`src/rtl/instr_encoder.sv`:
```
// Packs operation descriptors into MIPS32 instruction words and queues them,
// each tagged with a sequential instruction-memory word address.
module instr_encoder #(
    parameter int DEPTH  = 4,
    parameter int ADDR_W = 8
) (
    input  logic                     i_clk,
    input  logic                     i_rst_n,
    input  logic                     i_flush,
    input  logic                     i_in_valid,
    output logic                     o_in_ready,
    input  logic [5:0]               i_op,
    input  logic [4:0]               i_rs,
    input  logic [4:0]               i_rt,
    input  logic [4:0]               i_rd,
    input  logic [4:0]               i_shamt,
    input  logic [15:0]              i_imm,
    output logic                     o_out_valid,
    input  logic                     i_out_ready,
    output logic [31:0]              o_out_instr,
    output logic [ADDR_W-1:0]        o_out_addr,
    output logic [$clog2(DEPTH):0]   o_count,
    output logic                     o_bad_op
);

    localparam int PTR_W = $clog2(DEPTH);
    localparam int CNT_W = PTR_W + 1;

    localparam logic [5:0] OP_NOP   = 6'd0;
    localparam logic [5:0] OP_ADD   = 6'd1;
    localparam logic [5:0] OP_ADDU  = 6'd2;
    localparam logic [5:0] OP_SUB   = 6'd3;
    localparam logic [5:0] OP_MULT  = 6'd4;
    localparam logic [5:0] OP_MULTU = 6'd5;
    localparam logic [5:0] OP_AND   = 6'd6;
    localparam logic [5:0] OP_OR    = 6'd7;
    localparam logic [5:0] OP_XOR   = 6'd8;
    localparam logic [5:0] OP_NOR   = 6'd9;
    localparam logic [5:0] OP_SLL   = 6'd10;
    localparam logic [5:0] OP_SLLV  = 6'd11;
    localparam logic [5:0] OP_SRL   = 6'd12;
    localparam logic [5:0] OP_ROTR  = 6'd13;
    localparam logic [5:0] OP_SRLV  = 6'd14;
    localparam logic [5:0] OP_ROTRV = 6'd15;
    localparam logic [5:0] OP_SRA   = 6'd16;
    localparam logic [5:0] OP_SRAV  = 6'd17;
    localparam logic [5:0] OP_SLT   = 6'd18;
    localparam logic [5:0] OP_SLTU  = 6'd19;
    localparam logic [5:0] OP_MOVZ  = 6'd20;
    localparam logic [5:0] OP_MOVN  = 6'd21;
    localparam logic [5:0] OP_MFHI  = 6'd22;
    localparam logic [5:0] OP_MTHI  = 6'd23;
    localparam logic [5:0] OP_MFLO  = 6'd24;
    localparam logic [5:0] OP_MTLO  = 6'd25;
    localparam logic [5:0] OP_ADDI  = 6'd26;
    localparam logic [5:0] OP_ADDIU = 6'd27;
    localparam logic [5:0] OP_SLTI  = 6'd28;
    localparam logic [5:0] OP_SLTIU = 6'd29;
    localparam logic [5:0] OP_ANDI  = 6'd30;
    localparam logic [5:0] OP_ORI   = 6'd31;
    localparam logic [5:0] OP_XORI  = 6'd32;
    localparam logic [5:0] OP_MADD  = 6'd33;
    localparam logic [5:0] OP_MUL   = 6'd34;
    localparam logic [5:0] OP_MSUB  = 6'd35;
    localparam logic [5:0] OP_SEB   = 6'd36;
    localparam logic [5:0] OP_SEH   = 6'd37;

    localparam logic [5:0] OPC_SPECIAL  = 6'b000000;
    localparam logic [5:0] OPC_SPECIAL2 = 6'b011100;
    localparam logic [5:0] OPC_SPECIAL3 = 6'b011111;

    logic [5:0]         w_opcode;
    logic [4:0]         w_rs;
    logic [4:0]         w_rt;
    logic [4:0]         w_rd;
    logic [4:0]         w_sa;
    logic [5:0]         w_funct;
    logic               w_itype;
    logic               w_opValid;
    logic [31:0]        w_instr;

    logic [31:0]        r_instrMem [DEPTH];
    logic [ADDR_W-1:0]  r_addrMem  [DEPTH];
    logic [PTR_W-1:0]   r_wrPtr;
    logic [PTR_W-1:0]   r_rdPtr;
    logic [CNT_W-1:0]   r_count;
    logic [ADDR_W-1:0]  r_addr;
    logic               r_badOp;

    logic               w_accept;
    logic               w_push;
    logic               w_pop;

    // Field selection: start from the raw descriptor and force the fields each op ignores.
    always_comb begin
        w_opcode  = OPC_SPECIAL;
        w_rs      = i_rs;
        w_rt      = i_rt;
        w_rd      = i_rd;
        w_sa      = 5'd0;
        w_funct   = 6'b000000;
        w_itype   = 1'b0;
        w_opValid = 1'b1;
        case (i_op)
            OP_NOP: begin
                w_rs = 5'd0;
                w_rt = 5'd0;
                w_rd = 5'd0;
            end
            OP_ADD:   w_funct = 6'b100000;
            OP_ADDU:  w_funct = 6'b100001;
            OP_SUB:   w_funct = 6'b100010;
            OP_MULT: begin
                w_funct = 6'b011000;
                w_rd    = 5'd0;
            end
            OP_MULTU: begin
                w_funct = 6'b011001;
                w_rd    = 5'd0;
            end
            OP_AND:   w_funct = 6'b100100;
            OP_OR:    w_funct = 6'b100101;
            OP_XOR:   w_funct = 6'b100110;
            OP_NOR:   w_funct = 6'b100111;
            OP_SLL: begin
                w_funct = 6'b000000;
                w_rs    = 5'd0;
                w_sa    = i_shamt;
            end
            OP_SLLV:  w_funct = 6'b000100;
            OP_SRL: begin
                w_funct = 6'b000010;
                w_rs    = 5'd0;
                w_sa    = i_shamt;
            end
            // rotr/rotrv share srl/srlv functs; the R bit in rs or sa selects rotate.
            OP_ROTR: begin
                w_funct = 6'b000010;
                w_rs    = 5'd1;
                w_sa    = i_shamt;
            end
            OP_SRLV:  w_funct = 6'b000110;
            OP_ROTRV: begin
                w_funct = 6'b000110;
                w_sa    = 5'd1;
            end
            OP_SRA: begin
                w_funct = 6'b000011;
                w_rs    = 5'd0;
                w_sa    = i_shamt;
            end
            OP_SRAV:  w_funct = 6'b000111;
            OP_SLT:   w_funct = 6'b101010;
            OP_SLTU:  w_funct = 6'b101011;
            OP_MOVZ:  w_funct = 6'b001010;
            OP_MOVN:  w_funct = 6'b001011;
            OP_MFHI: begin
                w_funct = 6'b010000;
                w_rs    = 5'd0;
                w_rt    = 5'd0;
            end
            OP_MTHI: begin
                w_funct = 6'b010001;
                w_rt    = 5'd0;
                w_rd    = 5'd0;
            end
            OP_MFLO: begin
                w_funct = 6'b010010;
                w_rs    = 5'd0;
                w_rt    = 5'd0;
            end
            OP_MTLO: begin
                w_funct = 6'b010011;
                w_rt    = 5'd0;
                w_rd    = 5'd0;
            end
            OP_ADDI: begin
                w_opcode = 6'b001000;
                w_itype  = 1'b1;
            end
            OP_ADDIU: begin
                w_opcode = 6'b001001;
                w_itype  = 1'b1;
            end
            OP_SLTI: begin
                w_opcode = 6'b001010;
                w_itype  = 1'b1;
            end
            OP_SLTIU: begin
                w_opcode = 6'b001011;
                w_itype  = 1'b1;
            end
            OP_ANDI: begin
                w_opcode = 6'b001100;
                w_itype  = 1'b1;
            end
            OP_ORI: begin
                w_opcode = 6'b001101;
                w_itype  = 1'b1;
            end
            OP_XORI: begin
                w_opcode = 6'b001110;
                w_itype  = 1'b1;
            end
            OP_MADD: begin
                w_opcode = OPC_SPECIAL2;
                w_funct  = 6'b000000;
                w_rd     = 5'd0;
            end
            OP_MUL: begin
                w_opcode = OPC_SPECIAL2;
                w_funct  = 6'b000010;
            end
            OP_MSUB: begin
                w_opcode = OPC_SPECIAL2;
                w_funct  = 6'b000100;
                w_rd     = 5'd0;
            end
            OP_SEB: begin
                w_opcode = OPC_SPECIAL3;
                w_rs     = 5'd0;
                w_sa     = 5'b10000;
                w_funct  = 6'b100000;
            end
            OP_SEH: begin
                w_opcode = OPC_SPECIAL3;
                w_rs     = 5'd0;
                w_sa     = 5'b11000;
                w_funct  = 6'b100000;
            end
            default: begin
                w_opValid = 1'b0;
                w_rs      = 5'd0;
                w_rt      = 5'd0;
                w_rd      = 5'd0;
            end
        endcase
    end

    assign w_instr = w_itype ? {w_opcode, w_rs, w_rt, i_imm}
                             : {w_opcode, w_rs, w_rt, w_rd, w_sa, w_funct};

    assign o_in_ready  = (r_count < CNT_W'(DEPTH));
    assign o_out_valid = (r_count != '0);
    assign o_count     = r_count;
    assign o_bad_op    = r_badOp;
    assign o_out_instr = o_out_valid ? r_instrMem[r_rdPtr] : 32'd0;
    assign o_out_addr  = o_out_valid ? r_addrMem[r_rdPtr]  : '0;

    // Flush wins over everything, so an unencodable op offered with flush raises no bad_op.
    assign w_accept = i_in_valid & o_in_ready;
    assign w_push   = w_accept & w_opValid & ~i_flush;
    assign w_pop    = o_out_valid & i_out_ready & ~i_flush;

    always_ff @(posedge i_clk or negedge i_rst_n) begin
        if (!i_rst_n) begin
            r_wrPtr <= '0;
            r_rdPtr <= '0;
            r_count <= '0;
            r_addr  <= '0;
            r_badOp <= 1'b0;
            for (int i = 0; i < DEPTH; i++) begin
                r_instrMem[i] <= 32'd0;
                r_addrMem[i]  <= '0;
            end
        end else if (i_flush) begin
            r_wrPtr <= '0;
            r_rdPtr <= '0;
            r_count <= '0;
            r_addr  <= '0;
            r_badOp <= 1'b0;
        end else begin
            r_badOp <= w_accept & ~w_opValid;
            if (w_push) begin
                r_instrMem[r_wrPtr] <= w_instr;
                r_addrMem[r_wrPtr]  <= r_addr;
                r_wrPtr             <= r_wrPtr + 1'b1;
                r_addr              <= r_addr + 1'b1;
            end
            if (w_pop) begin
                r_rdPtr <= r_rdPtr + 1'b1;
            end
            case ({w_push, w_pop})
                2'b10:   r_count <= r_count + 1'b1;
                2'b01:   r_count <= r_count - 1'b1;
                default: r_count <= r_count;
            endcase
        end
    end

endmodule

```
`config.mk`:
```
export PLATFORM = sky130hd
export DESIGN_NAME = instr_encoder
export DESIGN_NICKNAME = d
export VERILOG_FILES = /design/src/rtl/instr_encoder.sv
export SDC_FILE = /design/constraint.sdc
export NUM_CORES = 1
export LEC_CHECK = 0
export BUFFER_PORTS_ARGS = -buffer_cell sky130_fd_sc_hd__clkbuf_2
export CORE_MARGIN = 1.5
export CORE_UTILIZATION = 39
export CTS_BUF_LIST = sky130_fd_sc_hd__clkbuf_4 sky130_fd_sc_hd__clkbuf_8
export CTS_CLUSTER_DIAMETER = 50
export DETAILED_ROUTE_END_ITERATION = 10
export GPL_TIMING_DRIVEN = 0
export SYNTH_ARGS = -nofsm -noshare
export SYNTH_HDL_FRONTEND = slang
export SYNTH_SLANG_ARGS = --single-unit
```
`constraint.sdc`:
```
create_clock -name i_clk -period 4.6 [get_ports i_clk]
set_input_delay 0.69 -clock i_clk [delete_from_list [all_inputs] [get_ports i_clk]]
set_output_delay 0.69 -clock i_clk [all_outputs]
set_load 0.01 [all_outputs]
```
## Word-level counts from Yosys, hierarchy flattened

Cells that the tools add are included.

- Add/sub/neg operators: 5
- $lt $le $gt $ge: 4
- Equal/unequal tests: 39
- Multiplexer cells: 32
- Bitwise operators: 10
- Reduce and logical (&&, ||, !) cells: 19

Operators by type and width:

| kind | number |
|---|---|
| $pmux W6 S22 | 1 |
| $bwmux W128 | 1 |
| $mux W32 | 4 |
| $eq A6 B5 Y1 const B | 16 |
| $bmux W32 S2 | 1 |
| $demux W32 S2 | 1 |
| $eq A6 B4 Y1 const B | 8 |
| $mux W8 | 6 |
| $pmux W5 S9 | 1 |
| $reduce_or A38 Y1 | 1 |
| $eq A6 B6 Y1 const B | 6 |
| $reduce_or A33 Y1 | 1 |
| $bwmux W32 | 1 |
| $reduce_or A31 Y1 | 1 |
| $reduce_or A29 Y1 | 1 |
| $eq A6 B3 Y1 const B | 4 |
| $pmux W5 S4 | 1 |
| $bmux W8 S2 | 1 |
| $demux W8 S2 | 1 |
| $mux W16 | 1 |
| $eq A6 B2 Y1 const B | 2 |
| $mux W5 | 2 |
| $pmux W5 S2 | 1 |
| $reduce_or A3 Y1 | 3 |
| other kinds (25) | 43 |

- Register bits after elaboration: 176
- Bits of input ports: 47
- Output and inout port bits: 46

## Longest topological paths before layout

- Depth after elaboration: 8
- Depth in mapped cells: 9

## Worst setup path after synthesis

No wires, ideal clock.

- Kind: in2reg
- Start: input port i_op[5]
- End: register r_count[2], in the netlist o_count[2]
- Library setup time: 0.078 ns
- Data arrival time: 2.410 ns
- Data required time: 4.522 ns
- Setup slack: 2.112 ns
- Stages: 9
- Path buffers: 3
- Path through: buf_2 -> clkbuf_1 -> a21oi_1 -> buf_2 -> nor3_1 -> fa_1 -> nor4_1 -> a31oi_1 -> a21oi_1

- Word-level cells in the longest chain between the ends: 8
- Elaborated cells between the ends (all ways): 47

RTL lines:

| item | RTL line | RTL |
|---|---|---|
| start, declared | 12 | `input logic [5:0] i_op,` |
| $eq A6 B6 Y1 (tied with other cells) | 104 | `case (i_op)` |
| $reduce_or A38 Y1 (no line) (*) | - |  |
| $mux W1 (*) | 104 |  |
| $and A1 B1 Y1 (*) (2 in series) | 252 | `assign w_push = w_accept & w_opValid & ~i_flush;` |
| $eq A2 B1 Y1 / $eq A2 B2 Y1 (equally long branches) | 283 | `case ({w_push, w_pop})` |
| $pmux W3 S2 | 283 |  |
| $mux W3 | 266 | `end else if (i_flush) begin` |
| end signal, assigned | 284 | `2'b10: r_count <= r_count + 1'b1;` |
| end signal, assigned | 285 | `2'b01: r_count <= r_count - 1'b1;` |
| end signal, assigned | 286 | `default: r_count <= r_count;` |
| end, declared | 86 | `logic [CNT_W-1:0] r_count;` |

Every way passes the cells marked *; elsewhere a longest branch is shown, timed or not.
A chain may end at the register's enable or synchronous reset.

## Final worst setup path

- Start: register r_count[2], in the netlist o_count[2]
- End: output port o_out_instr[2]

- Word-level cells in the longest chain between the ends: 2

RTL lines:

| item | RTL line | RTL |
|---|---|---|
| $reduce_bool A3 Y1 | 244 | `assign o_out_valid = (r_count != '0);` |
| $mux W32 | 247 | `assign o_out_instr = o_out_valid ? r_instrMem[r_rdPtr] : 32'd0;` |
| end, declared | 20 | `output logic [31:0] o_out_instr,` |

No other way between the ends.

==> flow_summary_export.csv <==
group,metric,value,unit
critical_path,r2r-end,"o_count[2]$_DFFE_PN0P_",
timing,setup_slack,1.57,ns
yosys,synth_mux_area_frac,0.104,
timing,setup_violations,0,
yosys,synth_edf_count,0,
critical_path,reg2reg_from,"o_count[2]$_DFFE_PN0P_",
yosys,synth-xor-area-share,0.0112,
yosys,synth_top_family_by_area,"simple AND/OR/NAND/NOR gates",
yosys,syn-num-nets,930,
drt,drtIter0Drc,538,
critical_path,crit_top_cell,"clkbuf_1",
yosys,synthArstFlopShare,1.00,
critical_path,crit_end,"o_out_instr[2]",
layout,fin_area,0.00991,mm²
yosys,synth_compound_area_frac,0.145,
place,place_congestion,0.910,
place,post-place-cells,1248,
layout,antenna_cells,0,
critical_path,cp_top_family,"buffers and inverters",
clock_tree,cts_tree,"built",
grt,grt_usage,0.223,
floorplan,ios,93,
clock_tree,clk_latency,0.48,ns
power_and_ir_drop,ir_drop,224,µV
critical_path,crit_path_start_kind,"register",
layout,fin_cells,1280,
place,dp_slack,1.57,ns
critical_path,critPathBufInv,3,
critical_path,crit_path_top_delay_cell,"dfrtp_1",
yosys,synth-simple-area-share,0.191,
critical_path,worstPathRequired,3.91,ns
outcome,status,"finished, final reports clean",
critical_path,crit_path_max_incr_delay,0.51,ns
drt,viasPerCell,5.47,
timing,final_max_slew_viol_count,0,
floorplan,die_w,152,µm
grt,gr-total-overflow,0,
layout,drive_above_1_share,0.207,
hold_path,hold_path_class,"in2async",
layout,fin_util,0.455,
clock_tree,ctsHoldBuffers,0,
critical_path,cp.depth,5,
drt,wl,24.3,mm
yosys,synth_cells,877,
power_and_ir_drop,powerDensity,442,mW/mm²
layout,fill_cells,2138,
timing,fmax,330,MHz
drt,num_vias,6996,
timing,slew_headroom,0.433,
grt,grt_pass1_wl,38.1,mm
place,place_area,0.00947,mm²
timing,setup_tns,0,ns
yosys,yosys_warnings,0,
drt,drc,0,
clock_tree,cts_buffer_depth,2,
clock_tree,clkSinkCount,172,
clock_tree,htree_num_levels,4,
job,max_cap_viol_count,0,
timing,min_period_over_period,0.659,
place,dp_hpwl,16.7,mm
yosys,synthFlopType,"dfrtp_1",
yosys,synth.distinct_cells,61,
yosys,yosysSeqAreaShare,0.498,
layout,area_growth_syn_to_layout,14.8,%
clock_tree,cts_setup_buffers,0,
critical_path,critPathCaptureType,"primary output",
yosys,synth-adder-area-share,0.00956,
drt,routedWlPerCell,19.0,µm
timing,clock_skew,0.0120,ns
timing,rsz0062_at_grt,"no",
layout,nets,1040,
yosys,syn_area_per_cell,9.85,µm²
floorplan,floorplan.initialDensity,0.397,
clock_tree,cts_root_buf,"clkbuf_8",
power_and_ir_drop,leakage,4.63,nW
yosys,synth_seq_cells,172,
critical_path,critical_path_arrival,2.34,ns
timing,min_period,3.03,ns
timing,hold_viol_final,0,
clock_tree,ctsResizeCount,0,
grt,antenna_found_initial,0,
critical_path,reg2reg_slack,2.11,ns
place,port_buffers,90,
floorplan,core-area,0.0218,mm²
grt,grt_pass1_vias,6780,
critical_path,path_cells,"or3_1, clkbuf_1, clkbuf_1, and2_1, clkbuf_2",
critical_path,critPathKind,"reg2out",
floorplan,dieArea,0.0230,mm²
drt,ant_nets,0,
critical_path,crit_path_start,"o_count[2]$_DFFE_PN0P_",
drt,first_pass_iters,5,
critical_path,crit_fanout,10,
clock_tree,cts_made_buffers,17,
critical_path,rr_worst_depth,8,
clock_tree,clkTransAtPathRegs,0.10,ns
floorplan,die_height,152,µm
grt,grt_max_degree,90,
timing,tightest_slew,0.850,ns
yosys,syn-cell-area,0.00863,mm²
floorplan,rows,54,
==> cell families (layout without fill, tap and decap cells) <==
group,Yosys count,in the layout
AO/OA/AOI/OAI,199,199
XOR/XNOR,11,11
adder cells (fa/ha/maj),6,6
buffers and inverters,76,199
flip-flops,172,172
multiplexers,41,41
other,1,1
AND/OR/NAND/NOR,371,371
==> state kept, by name (all words and copies together) (netlist names) <==
register,flops
r_addr,8
o_bad_op,1
r_instrMem,124
r_addrMem,32
r_rdPtr,2
o_count,3
r_wrPtr,2
==> worst min path at each step <==
stage	slack, ns	start	endpoint	cells after the start
finish	0.23	i_rst_n	r_addrMem[18]$_DFFE_PN0P_	1
global route	0.28	i_rst_n	r_addrMem[10]$_DFFE_PN0P_	1
CTS	0.26	i_rst_n	r_addrMem[18]$_DFFE_PN0P_	1
detailed placement	0.46	r_addrMem[10]$_DFFE_PN0P_	r_addrMem[10]$_DFFE_PN0P_	2
global placement	0.45	r_addrMem[15]$_DFFE_PN0P_	r_addrMem[15]$_DFFE_PN0P_	2
floorplan	0.39	i_rst_n	o_bad_op$_DFF_PN0_	0
==> synthesized netlist by cell type, types with 4 or more instances <==
cell / count / area share
xnor2_1: 4 / 0.0041
a22o_1: 4 / 0.0041
a211oi_1: 5 / 0.0043
mux4_2: 39 / 0.10
buf_4: 6 / 0.0052
a21oi_1: 39 / 0.023
clkbuf_1: 37 / 0.016
inv_1: 7 / 0.0030
o22ai_1: 4 / 0.0029
dfrtp_1: 172 / 0.50
ha_1: 5 / 0.0072
nor3_1: 8 / 0.0046
a31oi_1: 4 / 0.0029
o21ai_1: 12 / 0.0070
nand2b_1: 4 / 0.0029
nand3_1: 5 / 0.0029
nand3b_1: 5 / 0.0043
a22oi_4: 5 / 0.012
and2_1: 47 / 0.034
o21ai_0: 97 / 0.056
nand2_1: 218 / 0.095
nor2b_1: 5 / 0.0036
xor2_1: 7 / 0.0071
a21oi_2: 4 / 0.0041
nor2_1: 58 / 0.025
buf_2: 21 / 0.012
==> through the flow <==
step | hold slack, ns | total power [mW]
4_1_cts | 0.262 | 4.42
5_1_grt | 0.277 | 4.64
2_1_floorplan | 0.394 | 2.76
3_3_place_gp | 0.454 | 3.21
3_5_place_dp | 0.461 | 3.24
6_report | 0.233 | 4.38
==> final cells by class <==
class	count	area (µm²)	share of cell area
sequential	172	4300	0.434
multi-input combinational	629	3980	0.402
timing repair buffer	91	487	0.0491
tap	280	350	0.0354
buffer	69	323	0.0326
clock buffer	17	234	0.0236
clock inverter	15	204	0.0206
inverter	7	26.3	0.00265
==> routing by layer <==
layer	up-vias	track usage	share of wire
met3	42	0.0461	0.063
met5	-	0	0
li1	3240	-	-
met1	3473	0.322	0.46
met2	241	0.333	0.46
met4	0	0.0750	0.022
==> power by group <==
group | internal, mW | switching [mW]
Sequential | 1.76 | 0.148
Combinational | 0.559 | 0.716
Clock | 0.558 | 0.632
==> layout by cell type (no fill, tap or decap), types with 18 or more instances in the layout <==
master,n
mux4_2,39
clkbuf_8,18
clkbuf_1,37
a21oi_1,39
dfrtp_1,172
nand2_1,218
and2_1,47
nor2_1,58
clkbuf_2,89
o21ai_0,97
buf_2,21
Note: power is estimated with default switching activity, not from simulation.
